$ cat config.mk
export PLATFORM = sky130hd
export DESIGN_NAME = ame_param_divide
export DESIGN_NICKNAME = d
export VERILOG_FILES = /design/src/rtl/ame_pkg.sv /design/src/rtl/ame_param_divide.sv
export SDC_FILE = /design/constraint.sdc
export NUM_CORES = 1
export LEC_CHECK = 0
export CAP_MARGIN = 10
export CORE_ASPECT_RATIO = 0.7
export CORE_MARGIN = 10
export CORE_UTILIZATION = 59
export CTS_CLUSTER_DIAMETER = 200
export DETAILED_ROUTE_END_ITERATION = 10
export PLACE_DENSITY = 0.81
export SETUP_SLACK_MARGIN = 0.15
export SLEW_MARGIN = 20
export SYNTH_ARGS = -nofsm -noshare
export SYNTH_HDL_FRONTEND = slang
export SYNTH_SLANG_ARGS = --single-unit
$ cat constraint.sdc
create_clock -name clk_i -period 3.8 [get_ports clk_i]
set_input_delay 0.76 -clock clk_i [delete_from_list [all_inputs] [get_ports clk_i]]
set_output_delay 0.76 -clock clk_i [all_outputs]
set_load 0.1 [all_outputs]
$ cat src/rtl/ame_pkg.sv
// Shared definitions for the affine motion-estimation solve: operand widths
// used by the numerator stage and the divider, and the divider state encoding.
package ame_pkg;

  localparam int AME_DATA_BITS = 64;
  localparam int AME_QUOT_BITS = 32;

  typedef enum logic [2:0] {
    DIV_IDLE = 3'd0,
    DIV_PREP = 3'd1,
    DIV_CALC = 3'd2,
    DIV_POST = 3'd3,
    DIV_DONE = 3'd4
  } ame_div_state_t;

endpackage

$ cat src/rtl/ame_param_divide.sv
// Sequential signed divider producing one saturated affine model parameter.
// Radix-2 restoring division on operand magnitudes, one quotient bit per
// cycle, followed by sign application and clamping to QUOT_BITS.
//
// Handshake: div_init_i is sampled only in IDLE; the operands are latched on
// the accepting edge and never re-sampled. div_busy_o is high from the cycle
// after acceptance until the result cycle. div_done_o pulses for exactly one
// cycle, and div_data_o/div_zero_o/div_sat_o are valid in that cycle and held
// until the next done. There is no backpressure and no queueing.
module ame_param_divide
  import ame_pkg::*;
#(
  parameter int DATA_BITS = AME_DATA_BITS,
  parameter int QUOT_BITS = AME_QUOT_BITS
) (
  input  logic                 clk_i,
  input  logic                 rst_i,
  input  logic                 div_init_i,
  input  logic [DATA_BITS-1:0] div_num_i,
  input  logic [DATA_BITS-1:0] div_den_i,
  output logic                 div_busy_o,
  output logic                 div_done_o,
  output logic [QUOT_BITS-1:0] div_data_o,
  output logic                 div_zero_o,
  output logic                 div_sat_o,
  output ame_div_state_t       div_state_o
);

  localparam int MAG_W = DATA_BITS + 1;
  localparam int CNT_W = $clog2(DATA_BITS + 1);

  localparam logic [MAG_W-1:0]     MAG_ONE  = MAG_W'(1);
  // Largest magnitudes representable for a negative / positive result.
  localparam logic [MAG_W-1:0]     NEG_LIM  = MAG_ONE << (QUOT_BITS - 1);
  localparam logic [MAG_W-1:0]     POS_LIM  = NEG_LIM - MAG_ONE;
  // The quotient occupies the low DATA_BITS bits after the last shift; the
  // top bit of the shift register holds a stale dividend bit by then.
  localparam logic [MAG_W-1:0]     QUO_MASK = ~(MAG_ONE << DATA_BITS);
  localparam logic [QUOT_BITS-1:0] Q_ONE    = QUOT_BITS'(1);
  localparam logic [QUOT_BITS-1:0] Q_MAX    = {1'b0, {(QUOT_BITS-1){1'b1}}};
  localparam logic [QUOT_BITS-1:0] Q_MIN    = {1'b1, {(QUOT_BITS-1){1'b0}}};

  ame_div_state_t state_q, state_nxt;

  logic [DATA_BITS-1:0] num_q, den_q;
  logic                 sign_q, zero_pend_q;
  logic [MAG_W-1:0]     dmag_q, rem_q, quo_q;
  logic [CNT_W-1:0]     cnt_q;

  logic [MAG_W-1:0]     rem_shift, rem_nxt, quo_nxt, quo_mag;
  logic                 rem_ge;
  logic [QUOT_BITS-1:0] post_data;
  logic                 post_sat;

  // Magnitude in DATA_BITS+1 bits so the most negative operand is exact.
  function automatic logic [MAG_W-1:0] abs_ext(input logic [DATA_BITS-1:0] v);
    logic [MAG_W-1:0] ext;
    ext = {v[DATA_BITS-1], v};
    return v[DATA_BITS-1] ? (~ext + MAG_ONE) : ext;
  endfunction

  // State register.
  always_ff @(posedge clk_i) begin
    if (rst_i) state_q <= DIV_IDLE;
    else       state_q <= state_nxt;
  end

  // Next-state logic and handshake outputs decoded from the state.
  always_comb begin
    state_nxt  = state_q;
    div_busy_o = 1'b0;
    div_done_o = 1'b0;
    case (state_q)
      DIV_IDLE: if (div_init_i) state_nxt = DIV_PREP;
      DIV_PREP: begin
        div_busy_o = 1'b1;
        state_nxt  = (den_q == '0) ? DIV_POST : DIV_CALC;
      end
      DIV_CALC: begin
        div_busy_o = 1'b1;
        if (cnt_q == CNT_W'(1)) state_nxt = DIV_POST;
      end
      DIV_POST: begin
        div_busy_o = 1'b1;
        state_nxt  = DIV_DONE;
      end
      DIV_DONE: begin
        div_done_o = 1'b1;
        state_nxt  = DIV_IDLE;
      end
      default: state_nxt = DIV_IDLE;
    endcase
  end

  assign div_state_o = state_q;

  // One restoring step: shift in the next dividend bit, subtract if it fits.
  always_comb begin
    rem_shift = (rem_q << 1) | {{DATA_BITS{1'b0}}, quo_q[DATA_BITS-1]};
    rem_ge    = (rem_shift >= dmag_q);
    rem_nxt   = rem_ge ? (rem_shift - dmag_q) : rem_shift;
    quo_nxt   = (quo_q << 1) | {{DATA_BITS{1'b0}}, rem_ge};
  end

  // Sign application (truncation toward zero) and clamping of the result.
  always_comb begin
    quo_mag   = quo_q & QUO_MASK;
    post_sat  = 1'b0;
    post_data = sign_q ? (~quo_mag[QUOT_BITS-1:0] + Q_ONE) : quo_mag[QUOT_BITS-1:0];
    if (!sign_q && (quo_mag > POS_LIM)) begin
      post_data = Q_MAX;
      post_sat  = 1'b1;
    end else if (sign_q && (quo_mag > NEG_LIM)) begin
      post_data = Q_MIN;
      post_sat  = 1'b1;
    end
  end

  // Operand capture, iteration datapath and registered result/flags.
  always_ff @(posedge clk_i) begin
    if (rst_i) begin
      num_q       <= '0;
      den_q       <= '0;
      sign_q      <= 1'b0;
      zero_pend_q <= 1'b0;
      dmag_q      <= '0;
      rem_q       <= '0;
      quo_q       <= '0;
      cnt_q       <= '0;
      div_data_o  <= '0;
      div_zero_o  <= 1'b0;
      div_sat_o   <= 1'b0;
    end else begin
      case (state_q)
        DIV_IDLE: begin
          if (div_init_i) begin
            num_q <= div_num_i;
            den_q <= div_den_i;
          end
        end
        DIV_PREP: begin
          sign_q      <= num_q[DATA_BITS-1] ^ den_q[DATA_BITS-1];
          zero_pend_q <= (den_q == '0);
          quo_q       <= abs_ext(num_q);
          dmag_q      <= abs_ext(den_q);
          rem_q       <= '0;
          cnt_q       <= CNT_W'(DATA_BITS);
        end
        DIV_CALC: begin
          rem_q <= rem_nxt;
          quo_q <= quo_nxt;
          cnt_q <= cnt_q - CNT_W'(1);
        end
        DIV_POST: begin
          if (zero_pend_q) begin
            div_data_o <= '0;
            div_zero_o <= 1'b1;
            div_sat_o  <= 1'b0;
          end else begin
            div_data_o <= post_data;
            div_zero_o <= 1'b0;
            div_sat_o  <= post_sat;
          end
        end
        default: ;
      endcase
    end
  end

endmodule

==> flow_metrics.py <==
metrics = {
    "sta": {
        "finalCriticalPeriod_ns": 3.55,
        "report.final.setup_viol": 0,
        "fin_crit_sh": 0.935,
        "rsz0062_at_grt": "true",
        "worst_pin_slew_ns": 1.01,
        "fin_tns_setup_ns": 0,
        "finClkSkew_ns": 0.0169,
        "finalHoldViolations": 0,
        "relSlewSlack": 0.326,
        "maxClockFrequency_mhz": 281,
        "slew_viols_final": 0,
    },
    "floorplan": {
        "die_area_um2": 43200,
        "ios": 170,
        "floorplan.die.height_um": 177,
        "core-area_um2": 34700,
        "rows": 57,
        "die_w_um": 244,
        "floorplan.initialDensity": 0.598,
    },
    "drt": {
        "drt_pre_antenna_iters": 8,
        "route.vias.total": 20600,
        "routed_wirelength_normalized_by_instance_count_um": 19.5,
        "ant_nets": 0,
        "drt-vias-per-instance": 6.26,
        "drt_wl_total_um": 64200,
        "drc_errors": 0,
        "drt_iter0_drc": 2645,
    },
    "grt": {
        "grt-ovfl-total": 0,
        "antenna_found_initial": 0,
        "grt_pass1_vias": 18700,
        "globalRouteTotalUtil": 0.281,
        "grt_max_degree": 129,
        "grt_pass1_wl_um": 101000,
    },
    "placement": {
        "detailedPlacementHpwl_um": 46000,
        "routabilityCongestion": 0.993,
        "port_buffers": 169,
    },
    "power_and_ir_drop": {
        "power_density_nw_per_um2": 506,
        "cell_internal_pwr_mw": 7.91,
        "clock_power_share": 0.327,
        "seqPwrFrac": 0.355,
        "netSwitchingPower_mw": 4.36,
        "power.leakage_nw": 9.27,
        "combPwrFrac": 0.319,
        "max-vdd-ir-drop_uv": 398,
        "power.switching_fraction": 0.356,
    },
    "yosys": {
        "synth-async-reset-ratio": 0,
        "synth-warning-count": 0,
        "netlist.area_leader.share": 0.354,
        "ys_seq_elements": 367,
        "syn-mean-instance-area_um2": 7.62,
        "postSynthNetCount": 2925,
        "synthCells": 2723,
        "synth.cell_area_um2": 20700,
        "synth_area_leaders": "sky130_fd_sc_hd__dfxtp_1 35%, sky130_fd_sc_hd__nand2_1 8.3%, sky130_fd_sc_hd__a21oi_1 7.2%",
        "synth_cell_types": 68,
        "most_used_flip_flop_cell_after_synthesis": "sky130_fd_sc_hd__dfxtp_1",
        "synth_largest_area_cell": "sky130_fd_sc_hd__dfxtp_1",
        "synth_commonest_cells": "460 x sky130_fd_sc_hd__nand2_1, 367 x sky130_fd_sc_hd__dfxtp_1, 300 x sky130_fd_sc_hd__a21oi_1, 213 x sky130_fd_sc_hd__nor2_1, 175 x sky130_fd_sc_hd__clkbuf_1",
        "synth_enable_flop_cells": 0,
        "yosysSeqAreaShare": 0.354,
        "yosysMostFrequentCell": "sky130_fd_sc_hd__nand2_1",
    },
    "finish": {
        "fillerInstances": 2904,
        "post_route_cells_drive_above_1_share": 0.0632,
        "final_nets": 2990,
        "area_growth_pct": 16.8,
        "final_core_util": 0.699,
        "diode_insertion_count_for_antenna_repair": 0,
    },
    "clock_tree": {
        "cts_sink_count": 367,
        "numCtsBuffers": 38,
        "clk_pin_slew_worst_paths_ns": 0.06,
        "clockRootBuffer": "sky130_fd_sc_hd__clkbuf_16",
        "cts_tree": "done",
        "worst_skew_pair.late_latency_ns": 0.56,
        "postCtsHoldBufs": 0,
        "cts_htree_levels": 2,
        "clock_path_buffers": 3,
    },
    "setup_path": {
        "crit_fanout": 13,
        "required_time_of_the_critical_path_ns": 4.21,
        "timing.critical_path.to_type": "flip-flop",
        "arrival_ns": 3.96,
        "setup.worst_path.class": "reg2reg",
        "start_kind": "flip-flop",
        "reg2reg_depth": 14,
        "worst_case_register_to_register_setup_slack_ns": 0.25,
    },
    "run": {
        "max-cap-violations": 0,
    },
    "worst_hold_path": {
        "hold_path.class": "reg2reg",
        "hold_depth": 2,
    },
    "outcome": {
        "outcome": "finished clean",
    },
}
-- cell usage in the layout, fill, tap and decap left out, types with 20 or more instances in the layout --
master and n:
sky130_fd_sc_hd__nand2_1 460, sky130_fd_sc_hd__dfxtp_1 365, sky130_fd_sc_hd__a21oi_1 298, sky130_fd_sc_hd__nor2_1 211, sky130_fd_sc_hd__clkdlybuf4s50_1 165, sky130_fd_sc_hd__o21ai_0 160, sky130_fd_sc_hd__xor2_1 116, sky130_fd_sc_hd__inv_1 100
sky130_fd_sc_hd__a22oi_1 96, sky130_fd_sc_hd__xnor2_1 89, sky130_fd_sc_hd__ha_1 65, sky130_fd_sc_hd__a211oi_1 60, sky130_fd_sc_hd__buf_4 45, sky130_fd_sc_hd__o31ai_1 43, sky130_fd_sc_hd__a21o_1 41, sky130_fd_sc_hd__clkbuf_16 38
sky130_fd_sc_hd__nand4_1 33, sky130_fd_sc_hd__or3_1 31, sky130_fd_sc_hd__nor3_1 30, sky130_fd_sc_hd__nand3_1 28, sky130_fd_sc_hd__nor4_1 25, sky130_fd_sc_hd__a222oi_1 24, sky130_fd_sc_hd__or4_1 21, sky130_fd_sc_hd__o41ai_1 20
-- power by group through the flow --
stage	Sequential (mW)	Clock (mW)	Combinational, mW
2_1_floorplan	4.41	0	2.56
3_3_place_gp	4.41	0	3.59
3_5_place_dp	4.42	0	3.64
4_1_cts	4.34	4.04	3.68
5_1_grt	4.38	4.19	4.24
6_report	4.35	4.01	3.91
-- per-layer routing --
metal / global-route usage / up-vias / routed length (um)
met4: 0.0581 / 0 / 928
met5: 0 / - / 0
met3: 0.0719 / 78 / 7120
li1: - / 9777 / -
met1: 0.415 / 9717 / 29500
met2: 0.400 / 1016 / 26600
-- stage by stage --
stage	std cells	power (mW)	worst slack, ns	cell area, um2	hold slack, ns
floorplan	2723	6.96	0.395	20700	0.430
global placement	3216	8.00	0.169	22700	0.442
detailed placement	3216	8.06	-0.0375	22700	0.446
CTS	3285	12.1	0.154	24100	0.453
global route	3289	12.8	0.102	24200	0.474
finish	3289	12.3	0.245	24200	0.453
-- final cells by class --
type                    count  area (um2)  area share
multi-input cells        2065       12500       0.515
flip-flops and latches    367        7350       0.303
repair buffers            216        2100      0.0868
clock buffers              49        1060      0.0438
well taps                 472         591      0.0244
inverters                 100         375      0.0155
clock inverters            20         265      0.0109
-- what timing repair did --
action,4_1_cts,5_1_grt
hold endpoints to repair,0,0
gates resized for setup,3,26
setup buffers,0,3
endpoints found under the setup margin,27,44
cloned,0,1
pin swaps,0,7
-- sequential cells by signal, indices dropped and copies added (netlist names) --
| register | cells |
|---|---|
| quo_q | 64 |
| div_state_o | 3 |
| div_data_o | 32 |
| cnt_q | 7 |
| div_sat_o | 1 |
| div_zero_o | 1 |
| den_q | 64 |
| rem_q | 64 |
| num_q | 64 |
| zero_pend_q | 1 |
| sign_q | 1 |
| dmag_q | 65 |
-- critical path, stage by stage, from the launching register on --
cell	delay, ns
sky130_fd_sc_hd__dfxtp_1	0.33
sky130_fd_sc_hd__inv_1	0.07
sky130_fd_sc_hd__ha_2	0.38
sky130_fd_sc_hd__and3_4	0.22
sky130_fd_sc_hd__and4_1	0.22
sky130_fd_sc_hd__a21bo_2	0.25
sky130_fd_sc_hd__a21o_1	0.20
sky130_fd_sc_hd__o211a_4	0.27
sky130_fd_sc_hd__o31ai_4	0.23
sky130_fd_sc_hd__a31oi_4	0.16
sky130_fd_sc_hd__buf_4	0.22
sky130_fd_sc_hd__o21a_1	0.19
sky130_fd_sc_hd__buf_4	0.21
sky130_fd_sc_hd__a222oi_1	0.39
sky130_fd_sc_hd__nor2_1	0.06
-- logic make-up after synthesis --
family / after synthesis / share of synthesized area
buffers and inverters: 292 / 0.0531
AOI/OAI and AO/OA: 851 / 0.258
muxes: 11 / 0.00537
adders and majority gates: 71 / 0.0432
xor gates and xnor gates: 205 / 0.0866
and+or+nand+nor: 926 / 0.199
DFF: 367 / 0.354
-- path summary, 6_finish.rpt --
| path | start | to |
|---|---|---|
| max reg2reg | dmag_q[7]$_SDFFE_PP0P_ | rem_q[31]$_SDFFE_PP0P_ |
| max | dmag_q[7]$_SDFFE_PP0P_ | rem_q[31]$_SDFFE_PP0P_ |
| min | dmag_q[49]$_SDFFE_PP0P_ | dmag_q[49]$_SDFFE_PP0P_ |
| min reg2reg | dmag_q[49]$_SDFFE_PP0P_ | dmag_q[49]$_SDFFE_PP0P_ |
No activity file was read; power rests on OpenSTA's default activity.
